$ cat config.mk
export PLATFORM = sky130hd
export DESIGN_NAME = fifo_key_ctrl
export DESIGN_NICKNAME = d
export VERILOG_FILES = /design/src/rtl/fifo_key_ctrl.sv
export SDC_FILE = /design/constraint.sdc
export NUM_CORES = 1
export LEC_CHECK = 0
export ABC_CLOCK_PERIOD_IN_PS = 2200
export CAP_MARGIN = 20
export CORE_ASPECT_RATIO = 0.5
export CORE_MARGIN = 2
export CORE_UTILIZATION = 33
export DETAILED_ROUTE_END_ITERATION = 16
export HOLD_SLACK_MARGIN = 0.02
export PLACE_DENSITY_LB_ADDON = 0.15
export SYNTH_ARGS = -nofsm -noshare
export SYNTH_HDL_FRONTEND = slang
export SYNTH_SLANG_ARGS = --single-unit
$ cat constraint.sdc
create_clock -name clock -period 2.2 [get_ports clock]
set_input_delay 0.33 -clock clock [delete_from_list [all_inputs] [get_ports clock]]
set_output_delay 0.33 -clock clock [all_outputs]
set_load 0.02 [all_outputs]
$ cat src/rtl/fifo_key_ctrl.sv
// Push-button and DIP-switch conditioning for the 4-bit sync FIFO: synchronise, debounce,
// and turn each accepted key press into one clean FIFO strobe or a level clear.
//
// Per-key debounce FSM (read, write, clear), advancing only on tick cycles:
//   state     | meaning
//   IDLE      | key accepted as released
//   PRESS_CHK | key seen pressed, counting consecutive pressed samples
//   HELD      | key accepted as pressed (also the reset state)
//   REL_CHK   | key seen released, counting consecutive released samples
module fifo_key_ctrl #(
  parameter int TICK_DIV   = 4,
  parameter int DEBOUNCE_N = 3,
  parameter int WIDTH      = 4
) (
  input  logic             clock,
  input  logic             reset,
  input  logic             key_read,
  input  logic             key_write,
  input  logic             key_clear,
  input  logic [WIDTH-1:0] sw_data,
  output logic             read,
  output logic             write,
  output logic [WIDTH-1:0] fifo_in,
  output logic             fifo_reset
);

  localparam int               TICK_W    = (TICK_DIV > 1) ? $clog2(TICK_DIV) : 1;
  localparam logic [TICK_W-1:0] TICK_LAST = TICK_W'(TICK_DIV - 1);
  localparam logic [3:0]        CNT_DONE  = 4'(DEBOUNCE_N);
  localparam int                NKEY      = 3;
  localparam int                KEY_RD    = 0;
  localparam int                KEY_WR    = 1;
  localparam int                KEY_CLR   = 2;

  typedef enum logic [1:0] {
    IDLE      = 2'd0,
    PRESS_CHK = 2'd1,
    HELD      = 2'd2,
    REL_CHK   = 2'd3
  } key_state_e;

  logic [NKEY-1:0]   key_s1, key_s2;
  logic [WIDTH-1:0]  sw_s1, sw_s2;
  logic [TICK_W-1:0] tick_cnt;
  logic              tick;

  key_state_e state_q   [NKEY];
  key_state_e state_nxt [NKEY];
  logic [3:0] cnt_q     [NKEY];
  logic [3:0] cnt_nxt   [NKEY];

  logic [1:0] accept;
  logic       clr_active_nxt;

  always_ff @(posedge clock or negedge reset) begin
    if (!reset) begin
      key_s1 <= '0;
      key_s2 <= '0;
      sw_s1  <= '0;
      sw_s2  <= '0;
    end else begin
      key_s1 <= {key_clear, key_write, key_read};
      key_s2 <= key_s1;
      sw_s1  <= sw_data;
      sw_s2  <= sw_s1;
    end
  end

  assign tick = (tick_cnt == TICK_LAST);

  always_ff @(posedge clock or negedge reset) begin
    if (!reset)    tick_cnt <= '0;
    else if (tick) tick_cnt <= '0;
    else           tick_cnt <= tick_cnt + TICK_W'(1);
  end

  // FSM state register
  always_ff @(posedge clock or negedge reset) begin
    if (!reset) begin
      for (int k = 0; k < NKEY; k++) begin
        state_q[k] <= HELD;
        cnt_q[k]   <= '0;
      end
    end else begin
      for (int k = 0; k < NKEY; k++) begin
        state_q[k] <= state_nxt[k];
        cnt_q[k]   <= cnt_nxt[k];
      end
    end
  end

  // FSM next state
  always_comb begin
    for (int k = 0; k < NKEY; k++) begin
      state_nxt[k] = state_q[k];
      cnt_nxt[k]   = cnt_q[k];
      if (tick) begin
        case (state_q[k])
          IDLE: begin
            if (key_s2[k]) begin
              state_nxt[k] = PRESS_CHK;
              cnt_nxt[k]   = 4'd1;
            end
          end
          PRESS_CHK: begin
            if (!key_s2[k]) begin
              state_nxt[k] = IDLE;
              cnt_nxt[k]   = '0;
            end else if (cnt_q[k] + 4'd1 == CNT_DONE) begin
              state_nxt[k] = HELD;
              cnt_nxt[k]   = '0;
            end else begin
              cnt_nxt[k]   = cnt_q[k] + 4'd1;
            end
          end
          HELD: begin
            if (!key_s2[k]) begin
              state_nxt[k] = REL_CHK;
              cnt_nxt[k]   = 4'd1;
            end
          end
          REL_CHK: begin
            if (key_s2[k]) begin
              state_nxt[k] = HELD;
              cnt_nxt[k]   = '0;
            end else if (cnt_q[k] + 4'd1 == CNT_DONE) begin
              state_nxt[k] = IDLE;
              cnt_nxt[k]   = '0;
            end else begin
              cnt_nxt[k]   = cnt_q[k] + 4'd1;
            end
          end
          default: begin
            state_nxt[k] = HELD;
            cnt_nxt[k]   = '0;
          end
        endcase
      end
    end
  end

  // FSM outputs: accept events for read/write, and the clear level about to be registered
  always_comb begin
    accept = '0;
    for (int k = 0; k < 2; k++) begin
      accept[k] = tick && (state_q[k] == PRESS_CHK) && key_s2[k] &&
                  (cnt_q[k] + 4'd1 == CNT_DONE);
    end
    clr_active_nxt = (state_nxt[KEY_CLR] == HELD) || (state_nxt[KEY_CLR] == REL_CHK);
  end

  // Clear uses the next clear state so a clear qualifying on the same tick beats read/write;
  // the clear FSM starts in HELD, so the FIFO is held clear until the clear key is seen released.
  always_ff @(posedge clock or negedge reset) begin
    if (!reset) begin
      read       <= 1'b0;
      write      <= 1'b0;
      fifo_reset <= 1'b0;
      fifo_in    <= '0;
    end else begin
      read       <= accept[KEY_RD] && !clr_active_nxt;
      write      <= accept[KEY_WR] && !clr_active_nxt;
      fifo_reset <= clr_active_nxt;
      if (accept[KEY_WR] && !clr_active_nxt) fifo_in <= sw_s2;
    end
  end

endmodule

==> results of run 1 <==
==> cell type report <==
cell class	count	area (um^2)
Sequential cell	41	1030
Timing Repair Buffer	19	175
Multi-Input combinational cell	98	708
Tap cell	70	87.6
Clock inverter	3	68.8
Clock buffer	5	68.8
Fill cell	462	2900
Inverter	7	26.3
==> kinds of logic (layout without fill, tap and decap cells) <==
kind of cell / after synthesis / after routing
mux: 9 / 9
flops: 41 / 41
buf+inv: 12 / 34
xor+xnor: 3 / 3
compound gates: 38 / 38
fa+ha+maj: 7 / 7
simple gates: 41 / 41
==> worst max-delay path: stages (launching register included) <==
cell and delay [ns]:
dfrtp_1 0.44, ha_1 0.27, nor4b_2 0.39, o2111ai_1 0.21, o2111ai_2 0.22, mux2_2 0.37
==> stage by stage <==
step	utilization, %	cells
floorplan	-	151
global placement	40.0	235
detailed placement	40.0	235
CTS	42.7	243
global route	42.7	243
finish	42.7	243
==> routing by layer <==
layer	GRT usage, %	up-vias
met4	2.93	0
met2	15.9	17
met1	14.9	574
met5	0	-
met3	4.10	0
li1	-	588
==> cells in the mapped netlist (3+ instances only) <==
master,instances
a21oi_1,4
a31o_2,4
a31oi_1,3
a32o_1,4
clkbuf_1,4
dfrtp_1,38
dfstp_2,3
ha_1,7
inv_1,7
mux2_2,6
mux2i_1,3
nand2_1,14
nand3_1,9
nor2b_1,3
nor3_1,4
o21ai_0,10
xor2_1,3
==> state kept, by name, summed over array words and instances, names as in the netlist, named ones only <==
name / cells
cnt_q: 12
fifo_in: 4
fifo_reset: 1
key_s1: 3
key_s2: 3
read: 1
state_q: 4
sw_s1: 4
sw_s2: 4
tick_cnt: 2
write: 1
==> worst max path at each step <==
stage                  start         end  slack, ns  depth (start not counted)
finish              cnt_q[0]  fifo_in[3]       0.17                          5
global route        cnt_q[0]  fifo_in[3]       0.04                          5
CTS                 cnt_q[0]  fifo_in[3]       0.15                          5
detailed placement  cnt_q[0]  fifo_in[0]       0.19                          5
global placement    cnt_q[0]  fifo_in[0]       0.25                          5
floorplan           cnt_q[0]  fifo_in[0]       0.37                          5
==> placed cells by master (no fill, tap or decap), types with 5 or more instances in the layout <==
cell / instances
dfrtp_1: 38
ha_1: 7
nand2_1: 14
inv_1: 7
o21ai_0: 10
clkdlybuf4s50_1: 14
nand3_1: 9
clkbuf_8: 5
mux2_2: 6
==> power by group <==
group / total (mW) / internal, mW / switching (mW)
Sequential: 1.16 / 0.936 / 0.227
Combinational: 0.556 / 0.282 / 0.274
Clock: 0.717 / 0.457 / 0.261
==> metrics.csv, run 1 <==
metric,value,unit
status,"complete, no violations",
cell taking the most area after synthesis,dfrtp_1,
Die X,108,um
Vias/cell,4.85,
adder-cell share of the synthesized area,4.91,%
Worst R2R Path Depth,5,
Post-CTS Resized,0,
final instance area,2160,um^2
Slew HR,62.7,%
Mapped Area,1780,um^2
RR Startpoint,cnt_q[0],
via count,1179,
Top Metal Used,met3,
htree depth,2,
fraction of layout cells with a size suffix above 1,17.3,%
Fin Clk Skew,0.00957,ns
Routed wire per std cell,11.9,um
Post-Syn Nets,167,
Inserted Diodes,0,
reg2reg end,fifo_in[3],
Fmax,0.494,GHz
min-delay worst type,primary input to async pin,
Fin. Hold Viols,0,
synthesized flop and latch total,41,
routed length on met1,1460,um
"EDFF count, synth",0,
Hold Slack,0.0296,ns
CP required,2.37,ns
GPL Wtd Cong,0.799,
worst slew pin tran,0.559,ns
crit share post-route,92.1,%
kind of end point of the critical path,register,
xor-xnor portion of the synthesized cell area,1.47,%
RSZ-0062 raised after global routing,false,
area growth from synthesis to layout,21.4,%
Setup Buffers After CTS,0,
Routed Antenna Nets,0,
Max-Cap Viols,0,
largest net degree at the start of global routing,27,
Max Buffers Root-to-Sink,2,
Mapped Cells,151,
final number of setup-violating endpoints,0,
first-pass GRT wire length,5140,um
Leak,0.966,nW
Tot GR Track Use,10.8,%
Yosys warnings,0,
setup tns final,0,ns
drc violations,0,
mux contribution to synthesized area,5.47,%
"Power, Total",2.44,mW
min setup slack post-route,0.174,ns
Place WS,0.194,ns
Max Slew Vio Count,0,
clock root buffer,clkbuf_8,
met3 wire length,89,um
flop2flop setup slack,0.17,ns
clk_lat worst skew,0.29,ns
Ports,16,
final wirelength,2900,um
CTS tree,yes,
vias in the first global route,1128,
largest family of logic cells by synthesized area,compound AO/OA/AOI/OAI gates,
dpl cell area,2030,um^2
Max VDD drop,0.503,mV
share of the synthesized area in the top cell type,53.3,%
Die Area,6040,um^2
Critical Setup Path Class,register to register,
Crit Path Max Fanout,6,
Yosys cell types,37,
post-synthesis compound-gate area fraction,15.5,%
die height,56.0,um
ys async rst share,100,%
Area contributors post-synth,"dfrtp_1, ha_1, dfstp_2",
Worst-path clk slew,0.08,ns
Placeable Area,5070,um^2
PD cells,1130,nW/um^2
# rows,18,
Hold Buf Count CTS,0,
CTS Buf Count,5,
predominant post-synthesis flop cell,dfrtp_1,
"Seq/Total Area, Yosys",57.8,%
NumNets Final,188,
met2 wire length,1350,um
TritonRoute pass-1 iters,4,
initial antenna violation count,0,
Setup crit start kind,register,
Post-DP HPWL,2070,um
fin crit period,2.03,ns
CP Data Arrival Time,2.19,ns
grt ovf,0,
IO buf count,15,
Syn Area/Cell,11.8,um^2
Starting Density,35.2,%
clock sinks,41,
Synth Area in Simple Gates,12.4,%
number of DRC markers in iteration 0,25,
(Power assumes the default switching activity.)
==> run 2: changes to the inputs <==
--- a/config.mk
+++ b/config.mk
@@ -10,8 +10,9 @@
 export CORE_ASPECT_RATIO = 0.5
 export CORE_MARGIN = 2
 export CORE_UTILIZATION = 33
+export CTS_CLUSTER_DIAMETER = 200
 export DETAILED_ROUTE_END_ITERATION = 16
-export HOLD_SLACK_MARGIN = 0.02
+export HOLD_SLACK_MARGIN = 0.08
 export PLACE_DENSITY_LB_ADDON = 0.15
 export SYNTH_ARGS = -nofsm -noshare
 export SYNTH_HDL_FRONTEND = slang
==> run 2 against run 1 <==
Fmax about the same. Clock power about the same. Utilization up 0.20 points. First-iteration DRC count up 80%. Global-route usage up 0.050 points. Clock skew unchanged. Register-to-register slack about the same. Sequential share of layout area down 0.22 points. Die area unchanged. Total power about the same. Largest cell class unchanged.
==> metrics.csv, run 2 (same netlist as run 1, synthesis figures left out) <==
metric,value,unit
status,"complete, no violations",
final wirelength,2910,um
Fin. Hold Viols,0,
final core occ,42.9,%
RSZ-0062 raised after global routing,false,
setup tns final,0,ns
Buffers & Inverters on Critical Path,0,
first-pass GRT wire length,5170,um
largest net degree at the start of global routing,27,
Crit. Startpoint,cnt_q[0],
Fmax,0.494,GHz
CTS Buf Count,5,
Max Slew Vio Count,0,
Leak,0.970,nW
Fin Clk Skew,0.00957,ns
Largest Register,cnt_q,
Max-Cap Viols,0,
Vias/cell,4.86,
Tot GR Track Use,10.9,%
initial antenna violation count,0,
Crit Path Max Fanout,6,
clk_lat worst skew,0.29,ns
dpl cell area,2030,um^2
worst slew pin tran,0.561,ns
Critical Setup Path Class,register to register,
final number of setup-violating endpoints,0,
CTS tree,yes,
critical path's slowest cell,dfrtp_1,
die height,56.0,um
Max VDD drop,0.503,mV
Placeable Area,5070,um^2
Max Buffers Root-to-Sink,2,
Setup crit start kind,register,
grt ovf,0,
number of flip-flops in the largest register,12,
min-delay worst type,register to register,
drc violations,0,
dpl cells,235,
fin crit period,2.03,ns
Ports,16,
GPL Wtd Cong,0.799,
Top delay family on crit path,flip-flops,
fraction of layout cells with a size suffix above 1,17.2,%
clock sinks,41,
Routed Antenna Nets,0,
Die Area,6040,um^2
Post-DP HPWL,2070,um
Inserted Diodes,0,
htree depth,2,
Crit path largest cell delay,0.44,ns
vias in the first global route,1138,
Slew HR,62.6,%
TritonRoute pass-1 iters,4,
IO buf count,15,
Starting Density,35.2,%
Worst-path clk slew,0.08,ns
crit share post-route,92.1,%
area growth from synthesis to layout,22.0,%
Die X,108,um
"most common cell after layout, fill and taps aside",dfrtp_1,
kind of end point of the critical path,register,
# rows,18,
most frequent cells in the layout,"dfrtp_1, nand2_1, clkdlybuf4s50_1",
worst path cell trace,"ha_1, nor4b_2, o2111ai_1, o2111ai_2, mux2_2",
PD cells,1120,nW/um^2
CP required,2.37,ns
CP Data Arrival Time,2.19,ns
Non-Filler Instances,244,
number of DRC markers in iteration 0,45,
hold path start,sw_s1[2],
clock root buffer,clkbuf_8,
Routed wire per std cell,11.9,um
NumNets Final,189,
final instance area,2170,um^2
via count,1185,
RR Startpoint,cnt_q[0],
[run 2: cell types whose count changed in the layout (fill, tap and decap cells not counted)]
cell and delta:
dlygate4sd3_1 +1
[run 2: final timing paths]
check	to	cells past startpoint	slack (ns)
max in group asynchronous	state_q[1]	3	1.02
min in group asynchronous	cnt_q[9]	2	0.57
setup reg to reg	fifo_in[3]	5	0.17
hold / removal	sw_s2[2]	0	0.35
setup / recovery	fifo_in[3]	5	0.17
hold reg to reg	sw_s2[2]	0	0.35
[run 2: area by class of cell]
| type | count | area [um^2] |
|---|---|---|
| fill | 461 | 2890 |
| sequential | 41 | 1030 |
| multi-input combinational | 98 | 708 |
| timing repair buffer | 20 | 185 |
| tap | 70 | 87.6 |
| clock buffer | 5 | 68.8 |
| clock inverter | 3 | 68.8 |
| inverter | 7 | 26.3 |
[run 2: per-layer routing]
layer  track usage, %  up-vias  part of all wire, %
li1                 -      590                    -
met1             14.9      578                   50
met2             16.1       17                   47
met3             4.10        0                  3.1
met4             2.93        0                    0
met5                0        -                    0
[run 2: repair_timing]
item,CTS,global route
endpoints found under the setup margin,0,0
endpoints found under the hold margin,23,0
hold buffers,1,0
resized for setup,0,0
buffers inserted,0,0
[run 2: metrics by stage]
step	hold WS, ns	total power [mW]	setup WS [ns]
floorplan	0.0344	1.54	0.368
global placement	0.331	1.72	0.250
detailed placement	0.336	1.74	0.194
CTS	0.354	2.47	0.147
global route	0.355	2.62	0.0429
finish	0.347	2.44	0.174
[run 2: report_power, final]
group | total, mW | internal, mW | leakage [nW] | switching [mW]
clock network | 0.717 | 0.457 | 0.0687 | 0.261
logic | 0.557 | 0.283 | 0.395 | 0.274
registers | 1.16 | 0.936 | 0.506 | 0.227
total | 2.44 | 1.68 | 0.970 | 0.762
==> run 3: changes to the inputs <==
--- a/config.mk
+++ b/config.mk
@@ -11,6 +11,7 @@
 export CORE_MARGIN = 2
 export CORE_UTILIZATION = 33
 export CTS_CLUSTER_DIAMETER = 200
+export CTS_CLUSTER_SIZE = 20
 export DETAILED_ROUTE_END_ITERATION = 16
 export HOLD_SLACK_MARGIN = 0.08
 export PLACE_DENSITY_LB_ADDON = 0.15
==> constraint.sdc (replaced) <==
create_clock -name clock -period 2.2 [get_ports clock]
set_input_delay 0.44 -clock clock [delete_from_list [all_inputs] [get_ports clock]]
set_output_delay 0.44 -clock clock [all_outputs]
set_load 0.02 [all_outputs]
==> run 3 against run 2 <==
Clock power down 29%. Cell area down 2.8%. Fmax up 1.4%. Total power down 8.6%.
==> metrics.csv, run 3 (same netlist as run 1, synthesis figures left out) <==
metric,value,unit
status,"complete, no violations",
Setup Buffers After CTS,0,
clk_lat worst skew,0.29,ns
met2 wire length,1290,um
Int Power,1.45,mW
Die Area,6040,um^2
Place WS,0.202,ns
NumNets Final,187,
Leak,0.937,nW
number of flip-flops in the largest register,12,
routed length on met1,1530,um
Hold Buf Count CTS,0,
Routed wire per std cell,12.1,um
crit share post-route,90.8,%
setup tns final,0,ns
worst slew pin tran,0.504,ns
Post-CTS Resized,0,
area growth from synthesis to layout,18.5,%
PD cells,1050,nW/um^2
CTS Buf Count,5,
critical path's slowest cell,dfrtp_1,
RSZ-0062 raised after global routing,false,
Max Slew Vio Count,0,
min setup slack post-route,0.203,ns
Worst R2R Path Depth,5,
die height,56.0,um
switching power,0.781,mW
worst path cell trace,"ha_1, nor4b_2, o2111ai_1, o2111ai_2, mux2_2",
fraction of layout cells with a size suffix above 1,16.9,%
Critical Setup Path Class,register to register,
"Power, Total",2.23,mW
Placeable Area,5070,um^2
Non-Filler Instances,242,
Inserted Diodes,0,
IO buf count,15,
Routed Antenna Nets,0,
number of DRC markers in iteration 0,22,
clock sinks,41,
dpl cell area,2020,um^2
final number of setup-violating endpoints,0,
TritonRoute pass-1 iters,3,
Fin Clk Skew,0.00663,ns
Fin. Hold Viols,0,
Ports,16,
via count,1165,
reg2reg end,fifo_in[0],
dpl cells,234,
# rows,18,
clock root buffer,clkbuf_8,
Die X,108,um
Crit Path Max Fanout,6,
Setup crit start kind,register,
met3 wire length,101,um
Hold Slack,0.192,ns
Starting Density,35.2,%
final core occ,41.7,%
most frequent cells in the layout,"dfrtp_1, nand2_1, clkdlybuf4s50_1",
Crit path largest cell delay,0.43,ns
Max-Cap Viols,0,
CTS tree,yes,
Post-DP HPWL,2000,um
kind of end point of the critical path,register,
GPL Wtd Cong,0.773,
Vias/cell,4.81,
fin crit period,2.00,ns
grt ovf,0,
CP required,2.39,ns
Buffers & Inverters on Critical Path,0,
vias in the first global route,1120,
Clock power frac,22.8,%
initial antenna violation count,0,
largest net degree at the start of global routing,42,
"most common cell after layout, fill and taps aside",dfrtp_1,
flop2flop setup slack,0.20,ns
first-pass GRT wire length,5180,um
Worst-path clk slew,0.09,ns
Max VDD drop,0.360,mV
min-delay worst type,primary input to async pin,
combinational share of power,25.0,%
CP Data Arrival Time,2.18,ns
Largest Register,cnt_q,
Max Buffers Root-to-Sink,2,
sequential cell fraction of total power,52.2,%
final wirelength,2930,um
RR Startpoint,cnt_q[0],
drc violations,0,
final instance area,2110,um^2
Top delay family on crit path,flip-flops,
Slew HR,66.4,%
Net Sw Frac,35.1,%
Fmax,0.501,GHz
Tot GR Track Use,11.1,%
htree depth,2,
Top Metal Used,met4,
[run 3: cell types whose count changed in the layout (fill, tap and decap cells not counted), sizes merged]
cell and delta:
buf -1, bufinv -2, clkinv +1, clkinvlp +1
dlygate4sd3 -1
[run 3: cell type report]
| cell class | instances | area, um^2 |
|---|---|---|
| Multi-Input combinational cell | 98 | 708 |
| Sequential cell | 41 | 1030 |
| Timing Repair Buffer | 18 | 168 |
| Clock buffer | 5 | 68.8 |
| Tap cell | 70 | 87.6 |
| Fill cell | 484 | 2950 |
| Clock inverter | 3 | 25.0 |
| Inverter | 7 | 26.3 |
[run 3: metal layers]
layer  GRT usage [%]  up-vias
li1                -      584
met1            14.9      563
met2            16.0       16
met3            3.98        2
met4            4.76        0
met5               0        -
[run 3: worst max path at each step]
stage | from | to | cells past startpoint
detailed placement | cnt_q[0] | fifo_in[0] | 5
global placement | cnt_q[0] | fifo_in[0] | 5
global route | cnt_q[0] | fifo_in[2] | 5
floorplan | cnt_q[0] | fifo_in[0] | 5
CTS | cnt_q[0] | fifo_in[0] | 5
finish | cnt_q[0] | fifo_in[0] | 5
[run 3: power groups by stage]
stage	registers, mW	logic [mW]	clock network (mW)
2_1_floorplan	1.12	0.422	0
3_3_place_gp	1.17	0.551	0
3_5_place_dp	1.17	0.563	0
4_1_cts	1.16	0.564	0.537
5_1_grt	1.21	0.633	0.570
6_report	1.16	0.557	0.508
[run 3: worst register-to-register path: cells and delay by family, from the launching register on]
kind	cells	cell delay (ns)
fa+ha+maj	1	0.27
flops	1	0.43
simple gates	1	0.39
compound gates	2	0.43
mux	1	0.37
